--- src/rtl/ejector_local.sv ---
// ejector_local: Local-port packet sink for a mesh node.
// Accepts packets through a Req/Gnt/Full handshake into a small FIFO, drains
// them at a programmable rate and scores per-source PacketID sequencing.
module ejector_local #(
   parameter logic [5:0] routerID    = 6'b000_000,
   parameter int         packetwidth = 56,
   parameter int         DEPTH       = 4,
   parameter int         DRAIN_DELAY = 0
) (
   input  logic                   clk,
   input  logic                   reset,
   input  logic                   ReqUpStr,
   input  logic [packetwidth-1:0] PacketIn,
   output logic                   GntUpStr,
   output logic                   UpStrFull,
   output logic                   EjectValid,
   output logic [packetwidth-1:0] EjectPacket,
   output logic [15:0]            RxCount,
   output logic [15:0]            SeqErrCount,
   output logic                   SeqErr,
   output logic [5:0]             LastSrcID,
   output logic [9:0]             LastPacketID
);

   localparam int          PW        = $clog2(DEPTH);
   localparam int          CW        = PW + 1;
   localparam logic [31:0] DRAIN_LIM = 32'(DRAIN_DELAY);
   localparam logic [CW-1:0] FULL_CNT = CW'(DEPTH);

   typedef enum logic [1:0] {
      RX_IDLE     = 2'd0,
      RX_GRANT    = 2'd1,
      RX_WAIT_REL = 2'd2
   } rx_state_t;

   rx_state_t               state_q, state_d;
   logic                    gnt_q, gnt_d;
   logic                    push_s, pop_s, err_s;
   logic [packetwidth-1:0]  mem_q [DEPTH];
   logic [PW-1:0]           head_q, head_d, tail_q, tail_d;
   logic [CW-1:0]           count_q, count_d;
   logic                    full_q, full_d;
   logic [31:0]             drain_q, drain_d;
   logic                    valid_q;
   logic [packetwidth-1:0]  pkt_q;
   logic [15:0]             rx_q, rx_d, errc_q, errc_d;
   logic                    sticky_q, sticky_d;
   logic [5:0]              lsrc_q;
   logic [9:0]              lpid_q;
   logic [9:0]              exp_q [64];
   logic [packetwidth-1:0]  head_pkt_s;
   logic [5:0]              src_s;
   logic [9:0]              pid_s;

   assign head_pkt_s = mem_q[head_q];
   assign src_s      = head_pkt_s[15:10];
   assign pid_s      = head_pkt_s[25:16];
   assign err_s      = (pid_s != exp_q[src_s]) || (src_s == routerID);

   // Receive handshake FSM: capture once per request, then wait for release.
   always_comb begin
      state_d = state_q;
      gnt_d   = 1'b0;
      push_s  = 1'b0;
      case (state_q)
         RX_IDLE: begin
            if (ReqUpStr && !full_q) begin
               push_s  = 1'b1;
               gnt_d   = 1'b1;
               state_d = RX_GRANT;
            end else begin
               state_d = RX_IDLE;
            end
         end
         RX_GRANT:    state_d = RX_WAIT_REL;
         RX_WAIT_REL: begin
            if (!ReqUpStr) begin
               state_d = RX_IDLE;
            end else begin
               state_d = RX_WAIT_REL;
            end
         end
         default:     state_d = RX_IDLE;
      endcase
   end

   // Drain pacing: count up while occupied, pop when the delay is reached.
   always_comb begin
      pop_s   = 1'b0;
      drain_d = 32'd0;
      if (count_q == {CW{1'b0}}) begin
         drain_d = 32'd0;
      end else if (drain_q == DRAIN_LIM) begin
         pop_s   = 1'b1;
         drain_d = 32'd0;
      end else begin
         drain_d = drain_q + 32'd1;
      end
   end

   // FIFO pointer and occupancy bookkeeping; full mirrors the next occupancy.
   always_comb begin
      case ({push_s, pop_s})
         2'b10:   count_d = count_q + CW'(1);
         2'b01:   count_d = count_q - CW'(1);
         default: count_d = count_q;
      endcase
      if (push_s) begin
         tail_d = tail_q + PW'(1);
      end else begin
         tail_d = tail_q;
      end
      if (pop_s) begin
         head_d = head_q + PW'(1);
      end else begin
         head_d = head_q;
      end
      full_d = (count_d == FULL_CNT);
   end

   // Receive statistics with saturating counters and a sticky error flag.
   always_comb begin
      rx_d     = rx_q;
      errc_d   = errc_q;
      sticky_d = sticky_q;
      if (pop_s) begin
         if (rx_q != 16'hFFFF) begin
            rx_d = rx_q + 16'd1;
         end else begin
            rx_d = rx_q;
         end
         if (err_s) begin
            sticky_d = 1'b1;
            if (errc_q != 16'hFFFF) begin
               errc_d = errc_q + 16'd1;
            end else begin
               errc_d = errc_q;
            end
         end else begin
            errc_d = errc_q;
         end
      end else begin
         rx_d = rx_q;
      end
   end

   // Control, pointer and statistics registers.
   always_ff @(posedge clk or negedge reset) begin
      if (!reset) begin
         state_q  <= RX_IDLE;
         gnt_q    <= 1'b0;
         head_q   <= {PW{1'b0}};
         tail_q   <= {PW{1'b0}};
         count_q  <= {CW{1'b0}};
         full_q   <= 1'b0;
         drain_q  <= 32'd0;
         valid_q  <= 1'b0;
         pkt_q    <= {packetwidth{1'b0}};
         rx_q     <= 16'd0;
         errc_q   <= 16'd0;
         sticky_q <= 1'b0;
         lsrc_q   <= 6'd0;
         lpid_q   <= 10'd0;
      end else begin
         state_q  <= state_d;
         gnt_q    <= gnt_d;
         head_q   <= head_d;
         tail_q   <= tail_d;
         count_q  <= count_d;
         full_q   <= full_d;
         drain_q  <= drain_d;
         valid_q  <= pop_s;
         rx_q     <= rx_d;
         errc_q   <= errc_d;
         sticky_q <= sticky_d;
         if (pop_s) begin
            pkt_q  <= head_pkt_s;
            lsrc_q <= src_s;
            lpid_q <= pid_s;
         end
      end
   end

   // FIFO storage and the per-source expected PacketID table.
   always_ff @(posedge clk or negedge reset) begin
      if (!reset) begin
         for (int i = 0; i < DEPTH; i++) begin
            mem_q[i] <= {packetwidth{1'b0}};
         end
         for (int j = 0; j < 64; j++) begin
            exp_q[j] <= 10'd1;
         end
      end else begin
         if (push_s) begin
            mem_q[tail_q] <= PacketIn;
         end
         if (pop_s) begin
            exp_q[src_s] <= pid_s + 10'd1;
         end
      end
   end

   assign GntUpStr     = gnt_q;
   assign UpStrFull    = full_q;
   assign EjectValid   = valid_q;
   assign EjectPacket  = pkt_q;
   assign RxCount      = rx_q;
   assign SeqErrCount  = errc_q;
   assign SeqErr       = sticky_q;
   assign LastSrcID    = lsrc_q;
   assign LastPacketID = lpid_q;

endmodule

--- config.mk ---
export PLATFORM = sky130hd
export DESIGN_NAME = ejector_local
export DESIGN_NICKNAME = d
export VERILOG_FILES = /design/src/rtl/ejector_local.sv
export SDC_FILE = /design/constraint.sdc
export NUM_CORES = 2
export LEC_CHECK = 0
export ABC_AREA = 1
export BUFFER_PORTS_ARGS = -buffer_cell sky130_fd_sc_hd__clkbuf_2
export CORE_ASPECT_RATIO = 2
export CORE_MARGIN = 3
export CORE_UTILIZATION = 45
export CTS_CLUSTER_SIZE = 40
export DETAILED_ROUTE_END_ITERATION = 8
export PLACE_DENSITY_LB_ADDON = 0.15
export SLEW_MARGIN = 30
export SYNTH_ARGS = -nofsm -noshare
export SYNTH_HDL_FRONTEND = slang
export SYNTH_SLANG_ARGS = --single-unit
--- constraint.sdc ---
create_clock -name clk -period 7.6 [get_ports clk]
set_input_delay 0.76 -clock clk [delete_from_list [all_inputs] [get_ports clk]]
set_output_delay 0.76 -clock clk [all_outputs]
set_load 0.01 [all_outputs]
==> flow_summary_export.csv <==
group,metric,value,unit
setup_path,startpoint_type,"flop",
final_layout,area_delta_synth_final,10.4,%
die,core.rowCount,165,
synthesis,yosysTopAreaCell,"dfrtp_1",
detailed_routing,ant_nets,0,
detailed_routing,drtPass1Iterations,8,
final_layout,fin_util,50.1,%
detailed_routing,routedWlPerCell,20.5,um
clock_network,cts_resized,0,
setup_path,setup.worst_path.start,"head_q[0]$_DFFE_PN0P_",
clock_network,clock-sinks,997,
hold_path,hold_class,"in2async",
setup_path,critPathCapture,"SeqErrCount[5]$_DFFE_PN0P_",
timing,maxSlewViolCount,0,
timing,tns,0,ns
clock_network,postCtsSetupBuffers,0,
final_layout,fin_cells,6803,
setup_path,endpoint_kind,"flop",
place,dp_slack,1.36,ns
synthesis,synthCells,5477,
synthesis,synthTopCellsByCount,"1,811 x nand2_1, 933 x dfrtp_1, 811 x o21ai_0",
clock_network,cts_buffers,92,
clock_network,cts_max_path_buffers,3,
pwr,clockPowerShare,17.9,%
clock_network,insertion_delay,0.71,ns
timing,fin_crit_sh,82.3,%
timing,min_period,6.26,ns
detailed_routing,drc,0,
synthesis,synth-edff-count,0,
synthesis,synth_top_cell_area_share,50.7,%
synthesis,syn-num-nets,5547,
final_layout,num-nets-final,5458,
synthesis,ys_ff_latch,997,
synthesis,async_flop_share,100,%
place,port_buffers,166,
pwr,p_sw,0.0134,W
pwr,seqPwrFrac,32.0,%
global_routing,grt_max_degree,156,
die,dieArea,0.106,mm2
die,core_area,0.101,mm2
timing,fmax,160,MHz
setup_path,r2r_slack,1.34,ns
timing,hold_viol_final,0,
place,routabilityCongestion,0.883,
detailed_routing,routed_via_density,5.48,
timing,setup_viol,0,
die,die_w,232,um
setup_path,cp.required,8.23,ns
die,start_util,45.4,%
synthesis,ys_types,39,
setup_path,cp.arrival,6.88,ns
pwr,swShare,48.3,%
setup_path,cp_max_fo,88,
place,dp_hpwl,87.2,mm
setup_path,crit_type,"reg2reg",
timing,timing.final.ws_setup,1.34,ns
global_routing,grt_overflow,0,
synthesis,post_synth.cell_area_avg,8.40,um2
timing,rsz0062_at_grt,"no",
timing,clock_skew,0.0383,ns
setup_path,timing.rr.start,"head_q[0]$_DFFE_PN0P_",
synthesis,seq_area_frac_synth,54.4,%
place,place_inst,6628,
global_routing,first_global_vias,36900,
clock_network,hold_buffers,0,
synthesis,synth_area,0.0460,mm2
synthesis,synthFlopType,"dfrtp_1",
timing,slew_headroom,29.9,%
clock_network,cts_root_buf,"clkbuf_16",
synthesis,synth_top_cells_by_area,"dfrtp_1 51%, nand2_1 15%, o21ai_0 8.8%, nand3_1 4.8%, dfstp_2 3.7%",
global_routing,antenna_found_initial,1,
clock_network,htreeDepth,3,
outcome,status,"finished clean",
final_layout,drive_gt1_share,11.5,%
timing,worst_pin_slew,1.05,ns
detailed_routing,via_count,37300,
setup_path,worstRegToRegCells,22,
global_routing,track_usage,26.4,%
clock_network,tritoncts,"done",
synthesis,ys.warnings.count,0,
pwr,cellPowerDensity,545,mW/mm2
detailed_routing,routed_wl,139,mm
synthesis,synth_most_common_cell,"nand2_1",
pwr,ir_drop,0.694,mV
die,die_h,458,um
pwr,intPower,0.0143,W
setup_path,r2r-end,"SeqErrCount[5]$_DFFE_PN0P_",
detailed_routing,drtIter0Drc,2885,
pwr,p_leak,23.3,nW
flow_run,cap_violations,0,
global_routing,grt_pass1_wl,218,mm
clock_network,cts.clk_slew.worst_paths,0.07,ns
die,io_pins,167,
pwr,power_frac_comb,50.1,%
-- cell families (layout without fill, tap and decap cells) --
family                   Yosys count  in the layout  share of synthesized area [%]
AND/OR/NAND/NOR                 2576           2576                           23.3
adder cells (fa/ha/maj)           11             11                          0.315
other                              0              1                              0
AO/OA/AOI/OAI                   1036           1036                           11.7
XOR/XNOR                          46             46                          0.876
buffers and inverters            687            676                           6.37
multiplexers                     124            124                           3.04
flip-flops                       997            997                           54.4
-- power by group through the flow --
stage               Clock (W)  Combinational (W)  Sequential, W
floorplan                   0            0.00900        0.00863
global placement            0             0.0138        0.00888
detailed placement          0             0.0139        0.00893
CTS                   0.00508             0.0139        0.00885
global route          0.00527             0.0152        0.00912
finish                0.00495             0.0139        0.00885
-- critical path, cell delays in order, from the launching register on --
cell,delay [ns]
dfrtp_4,0.65
buf_4,0.69
nand2_1,0.20
nand3_4,0.19
nand2_8,0.30
inv_6,0.46
buf_12,0.39
nand2_1,0.10
nand3_1,0.10
nand2_1,0.14
o21ai_1,0.57
nand2_1,0.13
nor2_1,0.55
nand2_1,0.11
nand2_1,0.08
nand2_1,0.07
nor2_1,0.12
nand2_1,0.07
nor2_2,0.10
nand3_2,0.38
nand3_4,0.35
nand2_1,0.08
nand2_1,0.08
-- sequential cells by signal (all words and copies together) (netlist names) --
register	cells
SeqErr	1
drain_q	32
UpStrFull	1
GntUpStr	1
EjectValid	1
tail_q	2
SeqErrCount	16
head_q	2
EjectPacket	56
count_q	3
exp_q	640
mem_q	224
state_q	2
RxCount	16
-- per-stage QoR --
step | cell area (um2) | hold slack, ns | total power (W)
2_1_floorplan | 46000 | 0.444 | 0.0176
4_1_cts | 50700 | 0.0752 | 0.0279
6_report | 50800 | 0.0698 | 0.0277
3_3_place_gp | 47500 | 0.459 | 0.0226
3_5_place_dp | 47500 | 0.447 | 0.0228
5_1_grt | 50800 | 0.120 | 0.0296
-- cell usage in the layout, fill, tap and decap left out, types with 26 or more instances in the layout --
master,n
nand3_1,442
dfstp_2,64
clkbuf_8,26
o21ai_1,55
clkbuf_16,93
xor2_1,27
a31oi_1,41
nor3_1,31
a21oi_1,75
nand2_1,1810
dfrtp_1,931
inv_1,246
o21ai_0,811
mux2_2,124
nand3b_1,39
o211ai_1,39
nor2_1,137
clkbuf_2,165
buf_4,65
nand4_1,67
-- worst min-delay path by stage --
stage | start | to | slack [ns] | cells past startpoint
floorplan | exp_q[101]$_DFFE_PN0P_ | exp_q[101]$_DFFE_PN0P_ | 0.44 | 2
global placement | SeqErr$_DFFE_PN0P_ | SeqErr$_DFFE_PN0P_ | 0.46 | 1
detailed placement | SeqErr$_DFFE_PN0P_ | SeqErr$_DFFE_PN0P_ | 0.45 | 1
CTS | reset | exp_q[239]$_DFFE_PN0P_ | 0.08 | 1
global route | reset | exp_q[233]$_DFFE_PN0P_ | 0.12 | 1
finish | reset | exp_q[233]$_DFFE_PN0P_ | 0.07 | 1
-- cell type report --
cell class              instances  area [um2]
flip-flops and latches        997       25000
inverters                     257         973
multi-input cells            3793       18300
clock inverters                30         432
repair buffers                247        1650
well taps                    1336        1670
fillers                      9824       50600
diodes                          1        2.50
clock buffers                 142        2770
-- metal layers --
layer	up-vias	wire length [um]	track usage [%]
met4	0	8890	15.6
met3	312	6800	3.41
met1	18100	53100	30.8
met2	1101	70300	46.3
li1	17700	-	-
met5	-	0	0
(Power assumes the default switching activity.)
